## config.mk

```make
export PLATFORM = sky130hd
export DESIGN_NAME = instruction_encoder_writer
export DESIGN_NICKNAME = d
export VERILOG_FILES = /design/src/rtl/instruction_encoder_writer.sv
export SDC_FILE = /design/constraint.sdc
export NUM_CORES = 1
export LEC_CHECK = 0
export CAP_MARGIN = 20
export CORE_MARGIN = 1
export CORE_UTILIZATION = 40
export CTS_CLUSTER_SIZE = 16
export DETAILED_ROUTE_END_ITERATION = 10
export PLACE_DENSITY = 0.69
export REMOVE_ABC_BUFFERS = 1
export SLEW_MARGIN = 0
export SYNTH_ARGS = -nofsm -noshare
export SYNTH_HDL_FRONTEND = slang
export SYNTH_SLANG_ARGS = --single-unit
```

## constraint.sdc

```tcl
create_clock -name clk -period 2.6 [get_ports clk]
set_input_delay 0.39 -clock clk [delete_from_list [all_inputs] [get_ports clk]]
set_output_delay 0.39 -clock clk [all_outputs]
set_load 0.02 [all_outputs]
```

## src/rtl/instruction_encoder_writer.sv

```systemverilog
// instruction_encoder_writer
// Packs MIPS R/I/J instruction fields into 32-bit words, buffers them in a
// small FIFO and streams them to instruction memory at an auto-incrementing
// word address.
// Optional feature macro: ENCODER_ERR_EN
//   defined   : fmt=11 bundles are accepted but dropped, err is sticky.
//   undefined : fmt=11 bundles are written as NOP (32'h0), err tied low.
module instruction_encoder_writer #(
    parameter int ADDR_WIDTH = 10,
    parameter int FIFO_DEPTH = 4
) (
    input  logic                  clk,
    input  logic                  reset,
    input  logic                  in_valid,
    output logic                  in_ready,
    input  logic [1:0]            fmt,
    input  logic [5:0]            op,
    input  logic [4:0]            rs,
    input  logic [4:0]            rt,
    input  logic [4:0]            rd,
    input  logic [4:0]            shamt,
    input  logic [5:0]            funct,
    input  logic [15:0]           imm_16,
    input  logic [25:0]           address_26,
    input  logic                  base_load,
    input  logic [ADDR_WIDTH-1:0] base_addr,
    output logic                  mem_we,
    input  logic                  mem_ready,
    output logic [ADDR_WIDTH-1:0] mem_addr,
    output logic [31:0]           mem_wdata,
    output logic [15:0]           count,
    output logic                  err
);

    localparam int PW = (FIFO_DEPTH > 1) ? $clog2(FIFO_DEPTH) : 1;

    logic [31:0]           fifo_mem [FIFO_DEPTH];
    logic [PW-1:0]         wr_idx;
    logic [PW-1:0]         rd_idx;
    logic [PW:0]           occ;
    logic [ADDR_WIDTH-1:0] wr_ptr;
    logic [15:0]           done_cnt;
    logic [31:0]           word;
    logic                  full;
    logic                  empty;
    logic                  accept;
    logic                  push;
    logic                  pop;

    assign full     = (occ == (PW+1)'(FIFO_DEPTH));
    assign empty    = (occ == '0);
    assign in_ready = !full && !reset;
    assign accept   = in_valid && in_ready;
    assign pop      = !empty && mem_ready;

`ifdef ENCODER_ERR_EN
    logic err_q;
    assign push = accept && (fmt != 2'b11);
    assign err  = err_q;
`else
    assign push = accept;
    assign err  = 1'b0;
`endif

    // Field packing by instruction format; illegal format packs as NOP.
    always_comb begin
        word = 32'h0000_0000;
        case (fmt)
            2'b00:   word = {op, rs, rt, rd, shamt, funct};
            2'b01:   word = {op, rs, rt, imm_16};
            2'b10:   word = {op, address_26};
            default: word = 32'h0000_0000;
        endcase
    end

    // FIFO storage; contents need no reset since occupancy gates the output.
    always_ff @(posedge clk) begin
        if (push) begin
            fifo_mem[wr_idx] <= word;
        end
    end

    // FIFO pointers, write address, completion counter and error flag.
    always_ff @(posedge clk) begin
        if (reset) begin
            wr_idx   <= '0;
            rd_idx   <= '0;
            occ      <= '0;
            wr_ptr   <= '0;
            done_cnt <= '0;
`ifdef ENCODER_ERR_EN
            err_q    <= 1'b0;
`endif
        end else begin
            if (push) begin
                wr_idx <= wr_idx + 1'b1;
            end
            if (pop) begin
                rd_idx <= rd_idx + 1'b1;
            end
            case ({push, pop})
                2'b10:   occ <= occ + 1'b1;
                2'b01:   occ <= occ - 1'b1;
                default: occ <= occ;
            endcase
            // A base reload wins over the increment of a same-edge completion.
            if (base_load) begin
                wr_ptr <= base_addr;
            end else if (pop) begin
                wr_ptr <= wr_ptr + 1'b1;
            end
            if (pop && (done_cnt != 16'hFFFF)) begin
                done_cnt <= done_cnt + 1'b1;
            end
`ifdef ENCODER_ERR_EN
            if (accept && (fmt == 2'b11)) begin
                err_q <= 1'b1;
            end
`endif
        end
    end

    assign mem_we    = !empty;
    assign mem_addr  = wr_ptr;
    assign mem_wdata = empty ? 32'h0000_0000 : fifo_mem[rd_idx];
    assign count     = done_cnt;

endmodule

```

==> impl_metrics.toml <==
[synthesis]
yosysUniqueCellTypes = 42
ys_seq_area_frac = 0.6341
yosysTopAreaCell = "edfxtp_1"
ys_top_cells_by_area = "edfxtp_1, mux4_2, dfxtp_1"
avgSynthCellArea_sq_um = 13.97
netlist_instances = 513
yosysTopAreaCellShare = 0.5363
yosysWarnings = 0
ys_ff_latch = 163
syn_area_sq_um = 7167

[worst_setup_path]
endpoint_kind = "primary output"
required_ps = 2210
arrival_ps = 2030
worstSetupStartpointType = "flip-flop"
cp_max_fo = 23
criticalPathCategory = "reg -> out"

[pwr]
max-vdd-ir-drop_mv = 0.5215
pwr-share-seq = 0.400
leakagePower_uw = 0.003432
internal_power_uw = 5444
p_switching_uw = 2304
comb_power_share = 0.301
swShare = 0.2974
p_per_area_nw_per_um2 = 804.0
p_clk_frac = 0.299

[sta]
grt_setup_unrepaired = "no"
post-route-period-util = 0.9299
finalMaxSlewViolations = 0
holdWs_ps = 504.4
fin_setup_tns_ps = 0
fin_worst_skew_ps = 7.962
finalSetupViolCount = 0
finalCriticalPeriod_ps = 2418
max_freq_mhz = 413.6
tightest_slew_ps = 836.3
relSlewSlack = 0.4354
hold_violations = 0

[detailed_routing]
num_vias = 4782
ant_nets = 0
wire_per_inst_um = 17.64
drtPass1Iterations = 5
drc = 0
dr.first_iter.drc_count = 251
via_per_inst = 5.232
wirelength_um = 16120

[layout]
final_common_cell = "edfxtp_1"
regArea_sq_um = 4547
layout-drive-gt1-share = 0.1437
multi_input_area_sq_um = 2396
n_antenna_cell = 0
syn_to_final_growth_pct = 34.46
fillers = 1430
final_cell_mix = "edfxtp_1, clkdlybuf4s50_1, nand2_1, nor2b_1, dfxtp_1"
nets = 775

[clock_tree]
cts_tree = "yes"
cts.sinks = 163
cts-root-buf = "clkbuf_16"
ctsLongestPathBuffers = 2
cts_hold_buf = 0
postCtsSetupBuffers = 0
h-tree-depth = 4
cts_made_buffers = 17
clk_pin_slew_ps = 60
clk_latency_ps = 420

[die]
start_util = 0.4115
core_area_sq_um = 17420
dieWidth_um = 135.9
dieArea_sq_um = 18460
pin_count = 152
rows = 48
die_y_um = 135.9

[global_routing]
overflow = 0
antenna_found_initial = 0
grt.total_usage = 0.1850
grt_pass1_wl_um = 25460
grt_max_degree = 36
grt_pass1_vias = 4885

[status]
outcome = "completed"

[flow_run]
cap_violations = 0

[placement]
gp_congestion = 0.8387
dp_hpwl_um = 10980
io_buffers = 150

[worst_hold_path]
min_path_type = "reg -> reg"
flip-flops by register name, summed over array words and instances (netlist names), named ones only:
| signal | cells |
|---|---|
| fifo_mem | 128 |
| count | 16 |
| mem_addr | 10 |
| occ | 3 |
| rd_idx | 2 |
| wr_idx | 2 |
through the flow:
step           setup slack (ps)  area, sq um  std cells  power [uW]    util
6_report                  182.4         9637        914        7748  0.5533
5_1_grt                   89.73         9637        914        8141  0.5533
4_1_cts                  -23.93         9627        914        7860  0.5527
3_5_place_dp              255.1         9104        882        5692  0.5227
3_3_place_gp              307.9         9104        882        5645  0.5227
2_1_floorplan            -272.6         7039        484        4503       -
what timing repair did:
item | CTS | global route
resized for setup | 29 | 4
endpoints found under the setup margin | 32 | 4
hold endpoints to repair | 0 | 0
pin swaps | 0 | 0
Yosys cell counts:
cell        n
o21bai_1    1
nand4_1     8
clkbuf_1   18
o21a_1      6
nor2b_1    34
buf_1       3
mux2_2      1
o22ai_1     1
nand4_4     1
or4_1      12
a221oi_1    1
and2_1     11
a21oi_1    24
inv_1      30
nor4_1      3
mux2i_1    19
nor2_1     12
or3_1       4
mux4_2     32
and4_1      1
xnor2_1     6
ha_1        7
clkbuf_2    1
a211oi_1    1
fa_1        1
buf_4       1
nand3_1     6
nand2_1    35
buf_2       5
nor3_1      5
o21ai_0    32
clkinv_2    1
xor2_1      7
or3_4       1
conb_1      1
o311ai_0    2
buf_6       1
o31ai_2     1
o41ai_1     1
edfxtp_1  128
o31ai_1    13
dfxtp_1    35
kinds of logic after synthesis:
family,count (synthesis),synth area share
compound gates,83,0.06861
xor+xnor,13,0.01589
fa+ha+maj,8,0.01501
buf+inv,60,0.03422
flops,163,0.6341
mux,52,0.1287
other cells,1,0.0005232
simple gates,133,0.1030
layout make-up:
class / count / area share
sequential: 163 / 0.4718
multi-input combinational: 290 / 0.2486
timing repair buffer: 173 / 0.1806
clock buffer: 20 / 0.04635
tap: 225 / 0.02921
inverter: 31 / 0.01220
clock inverter: 12 / 0.01117
layer usage:
metal	GRT usage	up-vias	part of all wire
li1	-	2256	-
met1	0.2316	2349	0.43
met2	0.3169	162	0.50
met3	0.04474	15	0.066
met4	0.05556	0	0.0089
met5	0	-	0
power groups by stage:
stage               clock (uW)  combinational, uW  sequential [uW]
global placement             0               2500             3140
finish                    2320               2330             3100
floorplan                    0               1250             3250
detailed placement           0               2540             3150
CTS                       2370               2390             3100
global route              2490               2530             3120
critical path, stage by stage, from the launching register on:
cell	delay [ps]
dfxtp_2	360
buf_12	220
mux4_2	540
nor2b_1	140
dlygate4sd2_1	320
path summary, 6_finish.rpt:
| path | from | to | slack [ps] | cells past startpoint |
|---|---|---|---|---|
| hold / removal | count[14] | count[14] | 500 | 2 |
| setup / recovery | flip-flop | mem_wdata[13] | 180 | 4 |
| hold reg to reg | count[14] | count[14] | 500 | 2 |
| setup reg to reg | count[0] | count[12] | 520 | 5 |
Power figures use the tool's default switching activity.
